File: src/rtl/ntt_alu_pipe.sv
// rtl/ntt_alu_pipe.sv - two-stage pipelined Hack-style ALU with valid/ready flow control; carry/overflow flags enabled by NTT_ALU_PIPE_CARRY_EN
module ntt_alu_pipe #(
  parameter int WIDTH = 16
) (
  input  logic             clk,
  input  logic             reset,
  input  logic             in_valid,
  output logic             in_ready,
  input  logic [WIDTH-1:0] x,
  input  logic [WIDTH-1:0] y,
  input  logic [5:0]       ctrl,
  output logic             out_valid,
  input  logic             out_ready,
  output logic [WIDTH-1:0] out,
  output logic             zr,
  output logic             ng,
  output logic             co,
  output logic             ov
);

  // ctrl field positions: {zx,nx,zy,ny,f,no}
  localparam int CTRL_ZX = 5;
  localparam int CTRL_NX = 4;
  localparam int CTRL_ZY = 3;
  localparam int CTRL_NY = 2;
  localparam int CTRL_F  = 1;
  localparam int CTRL_NO = 0;

  localparam int MSB = WIDTH - 1;

  // Stage 1 state: conditioned operands plus the two controls still needed
  logic             s1_valid;
  logic [WIDTH-1:0] s1_xa;
  logic [WIDTH-1:0] s1_yb;
  logic             s1_f;
  logic             s1_no;

  // Handshake signals
  logic s2_adv;
  logic in_fire;

  // Combinational results feeding each register stage
  logic [WIDTH-1:0] xa_d;
  logic [WIDTH-1:0] yb_d;
  logic [WIDTH-1:0] r_d;
  logic [WIDTH-1:0] out_d;

  // S2 may load whenever it is empty or its current result leaves this cycle;
  // S1 in turn may load whenever it is empty or S2 is taking its contents.
  assign s2_adv   = !out_valid || out_ready;
  assign in_ready = !s1_valid || s2_adv;
  assign in_fire  = in_valid && in_ready;

  // Operand conditioning: optional zeroing followed by optional inversion
  always_comb begin
    xa_d = ctrl[CTRL_ZX] ? '0 : x;
    if (ctrl[CTRL_NX]) begin
      xa_d = ~xa_d;
    end
    yb_d = ctrl[CTRL_ZY] ? '0 : y;
    if (ctrl[CTRL_NY]) begin
      yb_d = ~yb_d;
    end
  end

  // Stage 1 register: accept a new operation or fill with a bubble when advancing
  always_ff @(posedge clk) begin
    if (reset) begin
      s1_valid <= 1'b0;
      s1_xa    <= '0;
      s1_yb    <= '0;
      s1_f     <= 1'b0;
      s1_no    <= 1'b0;
    end else if (in_ready) begin
      s1_valid <= in_valid;
      if (in_fire) begin
        s1_xa <= xa_d;
        s1_yb <= yb_d;
        s1_f  <= ctrl[CTRL_F];
        s1_no <= ctrl[CTRL_NO];
      end
    end
  end

`ifdef NTT_ALU_PIPE_CARRY_EN
  // Adder carries one extra bit so the carry-out is visible
  logic [WIDTH:0] sum;
  logic           co_d;
  logic           ov_d;

  assign sum  = {1'b0, s1_xa} + {1'b0, s1_yb};
  // Flags describe the raw add, before any output inversion, and vanish for AND
  assign co_d = s1_f & sum[WIDTH];
  assign ov_d = s1_f & (s1_xa[MSB] == s1_yb[MSB]) & (sum[MSB] != s1_xa[MSB]);
`else
  // Adder truncated to the datapath width; no flags are produced
  logic [WIDTH-1:0] sum;

  assign sum = s1_xa + s1_yb;
`endif

  // Function select and optional output inversion
  always_comb begin
    r_d   = s1_f ? sum[WIDTH-1:0] : (s1_xa & s1_yb);
    out_d = s1_no ? ~r_d : r_d;
  end

  // Stage 2 register: result and zero/negative flags, held while stalled
  always_ff @(posedge clk) begin
    if (reset) begin
      out_valid <= 1'b0;
      out       <= '0;
      zr        <= 1'b1;
      ng        <= 1'b0;
    end else if (s2_adv) begin
      out_valid <= s1_valid;
      if (s1_valid) begin
        out <= out_d;
        zr  <= (out_d == '0);
        ng  <= out_d[MSB];
      end
    end
  end

`ifdef NTT_ALU_PIPE_CARRY_EN
  // Stage 2 carry/overflow registers, loaded alongside the result
  always_ff @(posedge clk) begin
    if (reset) begin
      co <= 1'b0;
      ov <= 1'b0;
    end else if (s2_adv && s1_valid) begin
      co <= co_d;
      ov <= ov_d;
    end
  end
`else
  assign co = 1'b0;
  assign ov = 1'b0;
`endif

endmodule

File: config.mk
export PLATFORM = sky130hd
export DESIGN_NAME = ntt_alu_pipe
export DESIGN_NICKNAME = d
export VERILOG_FILES = /design/src/rtl/ntt_alu_pipe.sv
export SDC_FILE = /design/constraint.sdc
export NUM_CORES = 1
export LEC_CHECK = 0
export CORE_UTILIZATION = 27
export CTS_BUF_LIST = sky130_fd_sc_hd__clkbuf_4
export DETAILED_ROUTE_END_ITERATION = 7
export SLEW_MARGIN = 10
export SYNTH_ARGS = -nofsm -noshare
export SYNTH_HDL_FRONTEND = slang
export SYNTH_SLANG_ARGS = --single-unit
File: constraint.sdc
create_clock -name clk -period 3.6 [get_ports clk]
set_input_delay 0.72 -clock clk [delete_from_list [all_inputs] [get_ports clk]]
set_output_delay 0.72 -clock clk [all_outputs]
set_load 0.05 [all_outputs]
Word level (Yosys, flattened, before mapping)
Index checks and enable logic that the tools add are counted. W data, S select, Z words.

Input bits: 42. Word-level logic and storage cells: 28. Register bits after elaboration: 54.

Mux-type cells: 6. Add/sub/neg operators: 1. Bitwise gates (word level): 4. Reductions and logical operators: 8.

Operators by type and width (count): $mux W16 (6); $not A16 Y16 (3); $add A16 B16 Y16 (1); $and A16 B16 Y16 (1); $logic_not A16 Y1 (1); $reduce_and A2 Y1 (2); $logic_not A1 Y1 (2); $logic_or A1 B1 Y1 (2); $logic_and A1 B1 Y1 (1).

Depth between registers and ports, before layout
Word-level depth: 5. Depth in mapped cells: 10. Mapped depth without buffers: 10.

Worst setup path before layout
Ideal clock, no wire load.

Path type: register to register. Start point: register s1_xa[0]. End point: register zr. Period minus slack after synthesis: 2.649 ns. Cell stages (with the launch flop): 11. Arrival: 2.564 ns. Slack: 0.951 ns. Buffers on the path: 0. Required time: 3.516 ns. Path through: dfxtp_1 > ha_1 > fa_1 > a211oi_1 > or2_1 > a211oi_2 > or4_4 > o211ai_2 > nor4b_2 > o2111ai_1 > o31ai_2.

Cells in the longest elaborated chain, start to end: 5. Elaborated cells on any way between the ends: 6.

RTL lines: from (decl) (line 33) `logic [WIDTH-1:0] s1_xa;`; from (signal assigned) (line 70) `s1_xa <= '0;`; from (signal assigned) (line 77) `s1_xa <= xa_d;`; $add A16 B16 Y16 or $and A16 B16 Y16 (tied branches) (line 99, 104); $mux W16 (*) (line 104) `r_d = s1_f ? sum[WIDTH-1:0] : (s1_xa & s1_yb);`; $not A16 Y16 (line 105) `out_d = s1_no ? ~r_d : r_d;`; $mux W16 (*) (line 105); $logic_not A16 Y1 (*) (line 119) `zr <= (out_d == '0);`; to (signal assigned) (line 119); to (decl) (line 15) `output logic zr,`.

Mark *: on every way between the ends. The rest lies on a longest branch, timed or not. A chain may end at the register's enable or synchronous reset.

Final worst setup path
Same ends and word-level chain as after synthesis.

==> results.yml <==
run_status:
  status: "complete, no violations"
sta:
  finClkSkew_ps: 14.5
  final_hold_viol_count: 0
  rsz0062_at_grt: "false"
  fmax_ghz: 0.341
  layout_min_cycle_time_ps: 2930
  slew_viol_final: 0
  slew_headroom_pct: 32.6
  post-route-period-util_pct: 81.5
  tns_ps: 0
  tightestPinTransition_ps: 1010
  holdWs_ps: 462
  setup-violations-final: 0
global_routing:
  met1_usage_pct: 17.8
  grt_overflow: 0
  grt_busiest_layer: "met2"
  antenna_found_initial: 0
  grt_use_total_pct: 12.6
  grt_pass1_vias: 2998
  grt_max_degree: 68
  met3_usage_pct: 2.42
  grt_first_pass_wirelength_mm: 14.5
  met2_usage_pct: 19.8
floorplan:
  die_w_um: 118
  ioPinCount: 64
  core.rowCount: 41
  initial_core_util_pct: 28.1
  core_region_area_um2: 12800
  fp.dieH_um: 118
  die_area_um2: 13800
drt:
  drc_errors: 0
  via_per_inst: 4.86
  wl_per_cell_um: 12.8
  ant_nets: 0
  vias: 3220
  drt_iter0_drc: 208
  wl_mm: 8.49
  dr.pass1.iters: 4
yosys:
  yosys_warnings: 0
  synth-main-ff-cell: "dfxtp_1"
  syn_avg_cell_area_um2: 8.04
  synth_edf_count: 0
  ys_ff_latch: 53
  netlist_instances: 449
  netlist_area_um2: 3610
  ys_seq_area_share_pct: 29.4
  netlist.area_leader.share_pct: 29.4
  synth_cell_types: 56
  synth_top_area_cell: "dfxtp_1"
  ys_async_sr_fraction_pct: 0
  synthTopCellsByArea: "dfxtp_1 (29%), xnor2_1 (9.5%), a211oi_1 (8.9%)"
cells_and_area:
  nets: 549
  drive_above_1_share_pct: 4.68
  antenna_cells: 0
  area_growth_syn_to_layout_pct: 22.2
worst_setup_path:
  critPathArrivalTime_ps: 3250
  cp-startpoint: "s1_xa[0]$_SDFFE_PP0P_"
  rrSetupSlack_ps: 670
  end_kind: "flip-flop"
  ff2ff_path_depth: 10
  worst-path-max-fanout: 4
  cp_data_required_time_ps: 3910
  crit_type: "flip-flop to flip-flop"
  rr_endpoint: "zr$_SDFFE_PP1P_"
  crit-reg2reg-launch: "s1_xa[0]$_SDFFE_PP0P_"
  crit_path_end: "zr$_SDFFE_PP1P_"
  start_kind: "flip-flop"
clocking:
  postCtsHoldBufs: 0
  cts.reportedPaths.clkPinSlew_ps: 160
  htree_num_levels: 2
  clock_latency_ps: 380
  cts_resized: 0
  cts_tree: "done"
  cts.sink_count: 53
  root_buffer: "clkbuf_4"
  cts_made_buffers: 5
  cts_setup_buffers: 0
  clockBufferDepth: 2
min_path:
  min-delay-path-class: "flip-flop to flip-flop"
pwr:
  power.density_nw_per_um2: 334
  p_total_mw: 1.48
  power_leakage_nw: 1.62
  ir_worst_vdd_mv: 0.132
place:
  post-dp-hpwl_mm: 6.54
  numPortBuffers: 61
  place_congestion: 0.793
job:
  cap_violations: 0
-- worst min path at each step --
stage / start / cells past startpoint / to / slack (ps)
finish: out[3]$_SDFFE_PP0P_ / 2 / out[3]$_SDFFE_PP0P_ / 460
global route: out[13]$_SDFFE_PP0P_ / 2 / out[13]$_SDFFE_PP0P_ / 480
CTS: out[3]$_SDFFE_PP0P_ / 2 / out[3]$_SDFFE_PP0P_ / 470
detailed placement: out[3]$_SDFFE_PP0P_ / 2 / out[3]$_SDFFE_PP0P_ / 450
global placement: out[11]$_SDFFE_PP0P_ / 2 / out[11]$_SDFFE_PP0P_ / 440
floorplan: s1_yb[0]$_SDFFE_PP0P_ / 2 / s1_yb[0]$_SDFFE_PP0P_ / 480
-- worst max-delay path, stage by stage (launching register included) --
cell,delay (ps)
dfxtp_1,350
ha_1,250
fa_1,430
a211oi_1,310
or2_1,220
a211oi_2,100
or4_4,510
o211ai_2,70
nor4b_2,260
o2111ai_1,180
o31ai_2,180
-- stage by stage --
step	worst slack [ps]	instance area (um2)	utilization, %	instances
after floorplan	951	3610	-	450
after CTS	650	4410	34.4	663
after global placement	727	4330	33.8	655
after detailed placement	692	4330	33.8	655
final	666	4410	34.4	663
after global routing	426	4410	34.4	663
-- flip-flops by register name (all words and copies together) (netlist names) --
name,cells
s1_xa,16
s1_valid,1
zr,1
out_valid,1
out,16
s1_yb,16
s1_f,1
s1_no,1
-- synth_stat cells, types with 3 or more instances --
cell      instances
a211oi_1         43
xor2_1            6
clkbuf_1         20
a21o_1            8
nor2b_1          38
or3_1             3
a31oi_1           5
a2111o_1          3
o211ai_1          3
nand2_1          35
o21ai_0           5
nand3_1           6
and2_1            3
xnor2_1          39
o21ai_1           4
o21a_1            4
nor2_1           66
nand2b_1          4
ha_1             16
buf_1             7
dfxtp_1          53
mux2i_1           5
a21oi_1          21
nor3_1            4
nor3b_1           5
nand3b_1          3
buf_4             3
-- routing by layer --
layer,vias to the layer above,routed length (um)
li1,1674,-
met4,0,99
met1,1466,4380
met3,8,330
met5,-,0
met2,72,3680
-- kinds of logic (layout without fill, tap and decap cells) --
logic type      after synthesis  after routing  synth area share (%)
other cells                   1              2                 0.104
mux                           5              5                  1.39
xor+xnor                     45             45                  10.9
buf+inv                      34             75                  3.92
flops                        53             53                  29.4
simple gates                178            178                  24.6
compound gates              116            116                  23.6
fa+ha+maj                    17             17                  6.10
-- area by class of cell --
class,instances,area [um2]
fillers,1415,8410
multi-input cells,363,2410
flip-flops and latches,53,1060
repair buffers,65,636
well taps,172,215
clock inverters,3,41.3
clock buffers,5,37.5
inverters,2,7.51
-- report_power, final --
part / internal [mW] / switching [mW]
combinational: 0.208 / 0.270
clock: 0.144 / 0.196
sequential: 0.630 / 0.0270
-- cells in the final DEF (no fill, tap or decap), types with 2 or more instances in the layout --
master / instances
a2111o_1: 3
o21a_1: 4
o21ai_0: 5
nand3_1: 6
and3_1: 2
clkdlybuf4s50_1: 60
and2_1: 2
o2111ai_1: 2
dfxtp_1: 53
o211ai_1: 3
nand2_1: 35
conb_1: 2
nor3b_1: 5
o21ai_1: 4
xnor2_1: 39
nand3b_1: 3
ha_1: 16
buf_4: 4
a211o_1: 2
nand2b_1: 4
o21bai_1: 2
a21oi_1: 21
inv_1: 2
o211ai_2: 2
a21o_1: 8
xor2_1: 6
or3_1: 3
o2bb2ai_1: 2
a31oi_1: 5
nor3_1: 4
nor2_1: 66
nor2b_1: 38
a211oi_1: 43
mux2i_1: 5
clkbuf_4: 5
(Power assumes the default switching activity.)
